$ cat src/rtl/io_read_port_scheduler.sv
// io_read_port_scheduler: decodes I/O read-port addresses per issuing thread,
// emits a one-cycle-latency ack or annul, and tracks per-thread stall runs.
module io_read_port_scheduler #(
   parameter int unsigned ADDR_WIDTH              = 10,
   parameter int unsigned IO_READ_PORT_BASE_ADDR  = 1016,
   parameter int unsigned IO_READ_PORT_COUNT      = 8,
   parameter int unsigned IO_READ_PORT_ADDR_WIDTH = 3,
   parameter int unsigned THREAD_COUNT            = 8,
   parameter int unsigned THREAD_ID_WIDTH         = 3,
   parameter int unsigned STALL_LIMIT             = 15,
   parameter int unsigned STALL_COUNT_WIDTH       = 4
) (
   input  logic                               clock,
   input  logic                               reset_n,
   input  logic [ADDR_WIDTH-1:0]              read_addr_in,
   input  logic                               read_en_in,
   input  logic [IO_READ_PORT_COUNT-1:0]      read_rdy_in,
   output logic [IO_READ_PORT_COUNT-1:0]      read_ack_out,
   output logic [IO_READ_PORT_ADDR_WIDTH-1:0] port_addr_out,
   output logic                               io_sel_out,
   output logic                               annul_out,
   output logic [THREAD_ID_WIDTH-1:0]         thread_out,
   output logic [THREAD_COUNT-1:0]            timeout_out
);

   // One extra bit so a window ending at 2^ADDR_WIDTH cannot alias to 0.
   localparam int unsigned CMP_WIDTH = ADDR_WIDTH + 1;
   localparam int unsigned WIN_END   = IO_READ_PORT_BASE_ADDR + IO_READ_PORT_COUNT;
   localparam int unsigned PORT_SPAN = 1 << IO_READ_PORT_ADDR_WIDTH;

   logic [CMP_WIDTH-1:0]               addr_ext_c;
   logic                               hit_c;
   logic [IO_READ_PORT_ADDR_WIDTH-1:0] idx_c;
   logic [PORT_SPAN-1:0]               rdy_vec_c;
   logic                               rdy_c;
   logic [IO_READ_PORT_COUNT-1:0]      ack_c;

   logic [THREAD_ID_WIDTH-1:0]         thread_cnt;
   logic [STALL_COUNT_WIDTH-1:0]       stall_cnt [THREAD_COUNT];

   // Stage 0: window decode, port index and ready sample for this cycle.
   always_comb begin
      addr_ext_c = CMP_WIDTH'(read_addr_in);
      hit_c      = read_en_in
                   && (addr_ext_c >= CMP_WIDTH'(IO_READ_PORT_BASE_ADDR))
                   && (addr_ext_c <  CMP_WIDTH'(WIN_END));
      idx_c      = IO_READ_PORT_ADDR_WIDTH'(read_addr_in - ADDR_WIDTH'(IO_READ_PORT_BASE_ADDR));
      rdy_vec_c  = PORT_SPAN'(read_rdy_in);
      rdy_c      = rdy_vec_c[idx_c];
      ack_c      = '0;
      if (hit_c && rdy_c) begin
         ack_c = IO_READ_PORT_COUNT'(1) << idx_c;
      end
   end

   // Stage 1: registered result, aligned to the one-cycle RAM latency.
   always_ff @(posedge clock or negedge reset_n) begin
      if (!reset_n) begin
         read_ack_out  <= '0;
         port_addr_out <= '0;
         io_sel_out    <= 1'b0;
         annul_out     <= 1'b0;
         thread_out    <= '0;
      end else begin
         read_ack_out  <= ack_c;
         port_addr_out <= hit_c ? idx_c : '0;
         io_sel_out    <= hit_c;
         annul_out     <= hit_c && !rdy_c;
         thread_out    <= thread_cnt;
      end
   end

   // Round-robin issuing-thread counter.
   always_ff @(posedge clock or negedge reset_n) begin
      if (!reset_n) begin
         thread_cnt <= '0;
      end else if (thread_cnt == THREAD_ID_WIDTH'(THREAD_COUNT - 1)) begin
         thread_cnt <= '0;
      end else begin
         thread_cnt <= thread_cnt + THREAD_ID_WIDTH'(1);
      end
   end

   // Consecutive-annul counter of the issuing thread; saturates at the limit.
   always_ff @(posedge clock or negedge reset_n) begin
      if (!reset_n) begin
         for (int t = 0; t < THREAD_COUNT; t++) begin
            stall_cnt[t] <= '0;
         end
      end else if (hit_c && !rdy_c) begin
         if (stall_cnt[thread_cnt] != STALL_COUNT_WIDTH'(STALL_LIMIT)) begin
            stall_cnt[thread_cnt] <= stall_cnt[thread_cnt] + STALL_COUNT_WIDTH'(1);
         end
      end else begin
         stall_cnt[thread_cnt] <= '0;
      end
   end

   // Timeout flag follows its counter one cycle later.
   always_ff @(posedge clock or negedge reset_n) begin
      if (!reset_n) begin
         timeout_out <= '0;
      end else begin
         for (int t = 0; t < THREAD_COUNT; t++) begin
            timeout_out[t] <= (stall_cnt[t] == STALL_COUNT_WIDTH'(STALL_LIMIT));
         end
      end
   end

endmodule

$ cat config.mk
export PLATFORM = sky130hd
export DESIGN_NAME = io_read_port_scheduler
export DESIGN_NICKNAME = d
export VERILOG_FILES = /design/src/rtl/io_read_port_scheduler.sv
export SDC_FILE = /design/constraint.sdc
export NUM_CORES = 1
export LEC_CHECK = 0
export CORE_UTILIZATION = 45
export DETAILED_ROUTE_END_ITERATION = 10
export PLACE_DENSITY = 0.7
export RECOVER_POWER = 25
export SLEW_MARGIN = 40
export SYNTH_ARGS = -nofsm -noshare
export SYNTH_HDL_FRONTEND = slang
export SYNTH_SLANG_ARGS = --single-unit
$ cat constraint.sdc
create_clock -name clock -period 3.95 [get_ports clock]
set_clock_uncertainty 0.2 [all_clocks]
set_input_delay 0.395 -clock clock [delete_from_list [all_inputs] [get_ports clock]]
set_output_delay 0.395 -clock clock [all_outputs]
set_load 0.02 [all_outputs]
==> impl_metrics.toml <==
[status]
outcome = "finished with violations"
violations = "capacitance limit, slew limit"

[clocking]
clkTransAtPathRegs_ns = 0.06
cts-resized-gates = 0
insertion_delay_ns = 0.33
h-tree-depth = 3
cts_tree = "done"
cts.sinks = 59
cts_setup_buffers = 0
clock_path_buffers = 2
holdBufCountCts = 1
numCtsBuffers = 9
cts_root_buf = "clkbuf_8"

[run]
maxCapViolCount = 1

[layout]
diodes = 0
ff_latch_area_sq_um = 1480
fin_cells = 340
final_core_utilization = 0.601
layout-drive-gt1-share = 0.127
multiInputGateArea_sq_um = 1090
area_delta_synth_final_pct = 27.2
fill_cells = 463
nets = 288
final_area_sq_um = 3350

[sta]
slew_headroom = -0.147
whs_ns = 0.313
setup_slack_ns = 0.671
slew_viol_final = 32
rsz0062_at_grt = "false"
period_needed_ns = 3.28
setup_violations = 0
tightest_slew_ns = 1.72
finalCritPeriodShare = 0.830
fin_setup_tns_ns = 0
hold_viol = 0
fmax_mhz = 305

[setup_path]
start_kind = "input port"
crit_type = "in -> reg"
required_ns = 3.97
critPathSlowestCell = "clkdlybuf4s50_1"
cp-end-kind = "register"
max_stage_delay_ns = 0.65
worst_ep_arrival_time_ns = 3.30
path_cells = "clkdlybuf4s50_1 > mux4_2 > mux2_2 > or3_4 > nor4_4 > buf_4 > or3_1 > mux2_1"
path_max_fanout = 11

[hold_path]
hp-class = "reg -> reg"

[global_route]
antenna_found_initial = 0
grt_usage = 0.210
grt_max_degree = 32
grt_pass1_vias = 1883
grt_pass1_wl_mm = 9.49
gr-total-overflow = 0

[drt]
ant_nets = 0
firstDrtPassIters = 4
avgViaCountPerCell = 5.57
routed_wl_mm = 5.75
route.detailed.drc = 0
wl_per_cell_microns = 16.9
vias = 1895
drt_iter0_markers = 151

[yosys]
yosys.area.top_type = "dfrtp_1"
ys_warn_count = 0
netlist_top_cells_area = "dfrtp_1, mux2_1, mux2i_1, and4_1, mux4_2"
seq_area_frac_synth = 0.561
syn-cell-area_sq_um = 2630
synth_ff_type = "dfrtp_1"
postSynthNetCount = 233
yosysMostFrequentCell = "dfrtp_1"
yosys-top-cells-count = "dfrtp_1, mux2_1, nor2_1"
netlist_instances = 209
synth_top_area_frac = 0.561
synth_cell_types = 39
syn_avg_cell_area_sq_um = 12.6
async_flop_share = 1.00
postSynthRegisterBits = 59
synth-edff-count = 0

[power_and_ir_drop]
power_mw = 1.11
vdd_ir_drop_max_uv = 246
powerDensity_nw_per_um2 = 332
p_leak_nw = 1.54

[die]
core_area_sq_um = 5570
start_util = 0.472
pin_count = 45
rows = 27
die_w_microns = 78.5
dieHeight_microns = 78.5
dieArea_sq_um = 6160

[place]
io_buffers = 44
post-place-ws_ns = 0.316
place_area_sq_um = 3180
place_inst = 324
hpwl_mm = 4.10
gp_congestion = 0.813
area by class of cell:
class,instances,share of cell area
tap,72,0.0269
clock inverter,3,0.00448
timing repair buffer,54,0.153
clock buffer,12,0.0433
inverter,6,0.00672
multi-input combinational,134,0.325
sequential,59,0.441
worst paths after layout:
check / to / slack (ns) / from / depth (start not counted)
min: stall_cnt[23] / 0.31 / stall_cnt[23] / 1
min reg2reg: stall_cnt[23] / 0.31 / stall_cnt[23] / 1
min in group asynchronous: read_ack_out[5] / 0.84 / reset_n / 2
max in group asynchronous: stall_cnt[2] / 1.51 / reset_n / 3
max: stall_cnt[20] / 0.67 / read_addr_in[1] / 8
max reg2reg: stall_cnt[20] / 0.72 / thread_cnt[1] / 9
power by group:
part	switching (mW)	internal [mW]
clock	0.226	0.238
combinational	0.0201	0.0235
sequential	0.000168	0.605
total	0.246	0.866
state kept, by name, summed over array words and instances (netlist names):
signal         cells
port_addr_out      3
annul_out          1
io_sel_out         1
thread_cnt         3
stall_cnt         32
thread_out         3
read_ack_out       8
timeout_out        8
placed cells by master (no fill, tap or decap), types with 4 or more instances in the layout:
cell / Yosys / routed
or3_1: 6 / 6
o2bb2ai_1: 4 / 4
mux2_1: 24 / 24
clkdlybuf4s50_1: 0 / 42
and4_1: 8 / 8
a21oi_1: 4 / 4
nor3_1: 4 / 4
o31ai_1: 5 / 5
clkbuf_8: 0 / 10
nand2b_1: 4 / 4
o21ai_1: 6 / 6
buf_4: 1 / 9
mux2i_1: 10 / 10
dfrtp_1: 59 / 59
nand2_1: 6 / 6
inv_1: 4 / 4
or2_2: 5 / 5
nand3b_1: 5 / 5
nor2_1: 11 / 11
and2_1: 4 / 4
cells by family after synthesis:
family,count (synthesis),synth area share
AND/OR/NAND/NOR,65,0.154
flip-flops,59,0.561
multiplexers,38,0.171
AO/OA/AOI/OAI,27,0.0718
buffers and inverters,16,0.0257
adder cells (fa/ha/maj),3,0.0143
XOR/XNOR,1,0.00333
worst max-delay path, delay by kind of cell:
kind,cells,cell delay (ns)
multiplexers,3,1.18
buffers and inverters,2,0.88
AND/OR/NAND/NOR,3,0.84
layer usage:
| metal | wire length (microns) | track usage |
|---|---|---|
| met1 | 2640 | 0.295 |
| met2 | 2730 | 0.305 |
| met3 | 243 | 0.0465 |
| met4 | 138 | 0.102 |
| met5 | 0 | 0 |
Note: power is estimated with default switching activity, not from simulation.
==> variant 1: new RTL, same flow settings <==
Set the parameter `THREAD_ID_WIDTH` to 2 (it was 3).
--- a/src/rtl/io_read_port_scheduler.sv
+++ b/src/rtl/io_read_port_scheduler.sv
@@ -7,5 +7,5 @@
    parameter int unsigned IO_READ_PORT_ADDR_WIDTH = 3,
    parameter int unsigned THREAD_COUNT            = 8,
-   parameter int unsigned THREAD_ID_WIDTH         = 3,
+   parameter int unsigned THREAD_ID_WIDTH         = 2,
    parameter int unsigned STALL_LIMIT             = 15,
    parameter int unsigned STALL_COUNT_WIDTH       = 4
Interface: changed (resized thread_out); port bits go from 45 to 44. The function was not compared with the original's and may differ.
==> variant 1 against the original RTL <==
  * The flow still finishes with violations (capacitance limit, slew limit)
  * Cell area shrank 32%
  * Sequential cell count is 22 lower
  * Routed wire length down 35%
  * First-iteration DRC count decreased by 34%
  * Largest cell class unchanged
  * Largest power group unchanged
  * Worst hold slack improved by 6.5 ps
  * Power is 37% lower
  * Setup slack better by 370 ps
  * Synthesized area shrank 32%
==> variant 1: results (changes against the original RTL) <==
metric,value,unit,change
wirelength,3716,um,-35%
wl_met2,1812,um,-34%
dr_wl_met3,173,um,-29%
synth_compound_area_share,14.45,%,+7.3 points
io_buffers,39,,-11%
fillers,313,,-32%
tightest_slew,1876,ps,+156.2 ps
dp_hpwl,2758,um,-33%
ys_top_cells_by_area,"dfrtp_1 (52%), mux4_2 (7.6%), a22o_1 (5.9%)",,
synth.top_cells.by_count,"dfrtp_1 (37), a22o_1 (12), nor2_1 (8)",,
grt_pass1_wl,6196,um,-35%
pwr-share-clk,37.1,%,-4.6 points
violations,"capacitance limit, slew limit",,
track_usage,20.15,%,-0.80 points
power_switching,0.0001525,W,-38%
reg_top3,"stall_cnt x16, read_ack_out x8, timeout_out x4",,
async_flop_share,100.0,%,unchanged
max_cap_viol_count,1,,unchanged
cts_made_buffers,5,,-4
seq_area_frac_synth,51.89,%,-4.2 points
place_ws,786.8,ps,+470.9 ps
drive_above_1_share,13.87,%,+1.2 points
grt_pass1_vias,1281,,-32%
worstReg2RegStart,thread_cnt[0],,
synthXorXnorAreaFrac,0.4909,%,+0.16 points
wl_met1,1665,um,-37%
gp_routability_congestion,0.8492,,+4.5%
synth_mux_area_share,12.97,%,-4.1 points
peakVddDrop,0.0001759,V,-29%
maxSlewViolCount,38,,+19%
p_leak,0.9766,nW,-37%
reg2reg_depth,5,,-4
r2r_setup_slack,1390,ps,+670 ps
grt_max_degree,38,,+19%
final_nets,199,,-31%
combPwrFrac,8.6,%,+4.7 points
clock_latency,280,ps,-50 ps
crit_path_end,stall_cnt[24],,
drt_iter0_drc,99,,-34%
synth_fa_ha_area_share,3.506,%,+2.1 points
synth_warnings,0,,unchanged
cp.arrival,2930,ps,-370 ps
cp_max_fo,12,,+1
status,"finished, violations left",,
variant 1: changes by cell type after synthesis, moves of 5 or more:
cell      delta
a22o_1      +12
mux2i_1      -6
o21ai_1      -6
mux2_1      -24
or3_1        -5
nand3b_1     -5
dfrtp_1     -22
variant 1: logic make-up after synthesis:
| kind of cell | Yosys count |
|---|---|
| muxes | 14 |
| adders and majority gates | 5 |
| and+or+nand+nor | 36 |
| other | 1 |
| DFF | 37 |
| xor gates and xnor gates | 1 |
| buffers and inverters | 12 |
| AOI/OAI and AO/OA | 26 |
variant 1: metal layers:
layer	up-vias	global-route usage, %
li1	571	-
met1	627	27.45
met2	52	29.95
met3	5	4.754
met4	0	10.00
met5	-	0
variant 1: worst max-delay path, stage by stage:
cell and delay (ps):
clkdlybuf4s50_1 800, mux2_2 400, mux4_2 640, nor4b_2 480
a22o_1 220
variant 1: worst min path at each step:
stage                        startpoint             to  cells past startpoint
after floorplan                 reset_n      annul_out                      0
final                     stall_cnt[22]  stall_cnt[22]                      1
after global routing      stall_cnt[21]  stall_cnt[21]                      1
after CTS                 stall_cnt[22]  stall_cnt[22]                      1
after detailed placement  stall_cnt[22]  stall_cnt[22]                      1
after global placement    stall_cnt[31]  stall_cnt[31]                      1
variant 1: area by class of cell:
class,instances,area share (%)
tap,48,2.645
multi-input combinational,86,34.93
inverter,3,0.4959
clock buffer,7,3.802
sequential,37,40.77
timing repair buffer,40,17.36
variant 1: metrics by stage:
stage	total power, W	area [um2]	utilization [%]	std cells	hold WS [ps]
global route	0.0007297	2271	60.66	221	347.0
global placement	0.0004453	2188	58.46	214	296.9
finish	0.0006989	2271	60.66	221	319.1
detailed placement	0.0004478	2188	58.46	214	299.7
floorplan	0.0004203	1795	-	135	-100.6
CTS	0.0007062	2275	60.76	221	317.5
==> variant 2: new RTL, config.mk and constraints unchanged <==
Made on the original files. Put one more register stage on the output `timeout_out`. The value now appears one clock later. The other outputs are not delayed to match.
--- a/src/rtl/io_read_port_scheduler.sv
+++ b/src/rtl/io_read_port_scheduler.sv
@@ -28,4 +28,6 @@
    localparam int unsigned WIN_END   = IO_READ_PORT_BASE_ADDR + IO_READ_PORT_COUNT;
    localparam int unsigned PORT_SPAN = 1 << IO_READ_PORT_ADDR_WIDTH;
+
+   logic [THREAD_COUNT-1:0] timeout_s0;
 
    logic [CMP_WIDTH-1:0]               addr_ext_c;
@@ -100,12 +102,16 @@
    always_ff @(posedge clock or negedge reset_n) begin
       if (!reset_n) begin
-         timeout_out <= '0;
+         timeout_s0 <= '0;
       end else begin
          for (int t = 0; t < THREAD_COUNT; t++) begin
-            timeout_out[t] <= (stall_cnt[t] == STALL_COUNT_WIDTH'(STALL_LIMIT));
+            timeout_s0[t] <= (stall_cnt[t] == STALL_COUNT_WIDTH'(STALL_LIMIT));
          end
       end
    end
 
+   always_ff @(posedge clock) begin
+      timeout_out <= timeout_s0;
+   end
+
 endmodule
 
Behaviour: same outputs for any inputs over 10 cycles, from zero or initial values and one cycle with reset_n low; that may be too few to reach the edited logic, so the function may still have changed.
==> variant 2 against the original RTL <==
  * Sequential power increased by 13%
  * Cell area grew 3.8%
  * Combinational power rose by 7.6%
  * First-iteration DRC count decreased by 42%
  * Routed wire length fell by 5.1%
  * Highest routed layer unchanged
  * Synthesized cell count shrank 1.4%
  * Sequential cell count increased by 8
  * Synthesized area is 5.9% higher
  * Clock power rose by 20%
  * Critical endpoint is now stall_cnt[14]
  * Critical path depth is 2 lower
  * Setup slack gained 200 ps
  * Power increased by 16%
  * Global-route usage decreased by 1.8 points
  * Via count down 6.8%
==> variant 2: results (changes against the original RTL) <==
metric,value,unit,change
vias_per_cell,5.290,,-5.1%
p_leak,1.605,nW,+4.3%
synth.top_cells.by_count,"dfrtp_1 (59), mux2_1 (21), nand2_1 (15)",,
status,finished clean,,
seq_power,0.000685,W,+13%
critical-path-max-stage-delay,840,ps,+190 ps
min_from,timeout_s0[1],,
grt_pass1_wl,8756,um,-7.7%
tightest_slew,1298,ps,-422.0 ps
fillers,478,,+3.2%
place_ws,576.6,ps,+260.7 ps
grt_pass1_vias,1794,,-4.7%
power_switching,0.0002547,W,+3.6%
grt_max_degree,36,,+13%
final_nets,279,,-3.1%
yosysTopAreaCellShare,52.96,%,-3.1 points
peakVddDrop,0.0002697,V,+9.6%
wirelength,5455,um,-5.1%
powerClk,0.000555,W,+20%
hold_end,timeout_out[1],,
cp_max_fo,20,,+9
dp_hpwl,3845,um,-6.3%
hold_slack,140.7,ps,-171.9 ps
syn-num-nets,230,,-1.3%
async_flop_share,88.06,%,-12 points
r2r_setup_slack,870,ps,+150 ps
ys_top_cells_by_area,"dfrtp_1 (53%), mux2_1 (8.5%), dfxtp_1 (5.7%)",,
track_usage,19.13,%,-1.8 points
gp_routability_congestion,0.7900,,-2.8%
worstReg2RegStart,thread_cnt[2],,
seq_area_frac_synth,58.71,%,+2.6 points
## variant 2: cell types whose count changed after synthesis, moves of 5 or more
cell,change
or3_1,-6
nand2_1,+9
o21ai_1,-5
or2_2,-5
dfxtp_1,+8
o31ai_1,-5
## variant 2: cell families after synthesis
logic type      count (synthesis)  share of synthesized area, %
compound gates                 15                         3.636
xor+xnor                        1                        0.3142
fa+ha+maj                       3                         1.347
buf+inv                        16                         3.007
flops                          67                         58.71
mux                            44                         20.56
simple gates                   60                         12.43
## variant 2: per-layer routing
layer | global-route usage [%] | routed length [um]
met1 | 25.26 | 2417
met2 | 28.47 | 2656
met3 | 4.886 | 208
met4 | 11.25 | 172
met5 | 0 | 0
## variant 2: worst max path at each step
stage	start	to	slack (ps)	cells after the start
finish	thread_cnt[2]	stall_cnt[14]	870	6
global route	thread_cnt[2]	stall_cnt[14]	720	6
CTS	thread_cnt[2]	stall_cnt[14]	890	6
detailed placement	read_addr_in[1]	stall_cnt[14]	580	8
global placement	read_addr_in[1]	stall_cnt[12]	670	8
floorplan	thread_cnt[1]	stall_cnt[10]	1320	8
## variant 2: per-stage QoR
step,instance area [um2],cells
floorplan,2788,206
global route,3478,334
CTS,3480,334
finish,3478,334
detailed placement,3276,318
global placement,3276,318
## variant 2: critical path: cells and delay by family, from the launching register on
family                     cells  cell delay [ps]
muxes                          3             1140
DFF                            1              840
and+or+nand+nor                2              530
adders and majority gates      1              240
## variant 2: final cells by class
cell class / instances / area [um2] / area share (%)
flip-flops and latches: 67 / 1637 / 47.05
repair buffers: 47 / 459.2 / 13.20
well taps: 75 / 93.84 / 2.698
inverters: 7 / 27.53 / 0.7914
multi-input cells: 123 / 1067 / 30.68
clock buffers: 13 / 158.9 / 4.568
clock inverters: 2 / 35.03 / 1.007
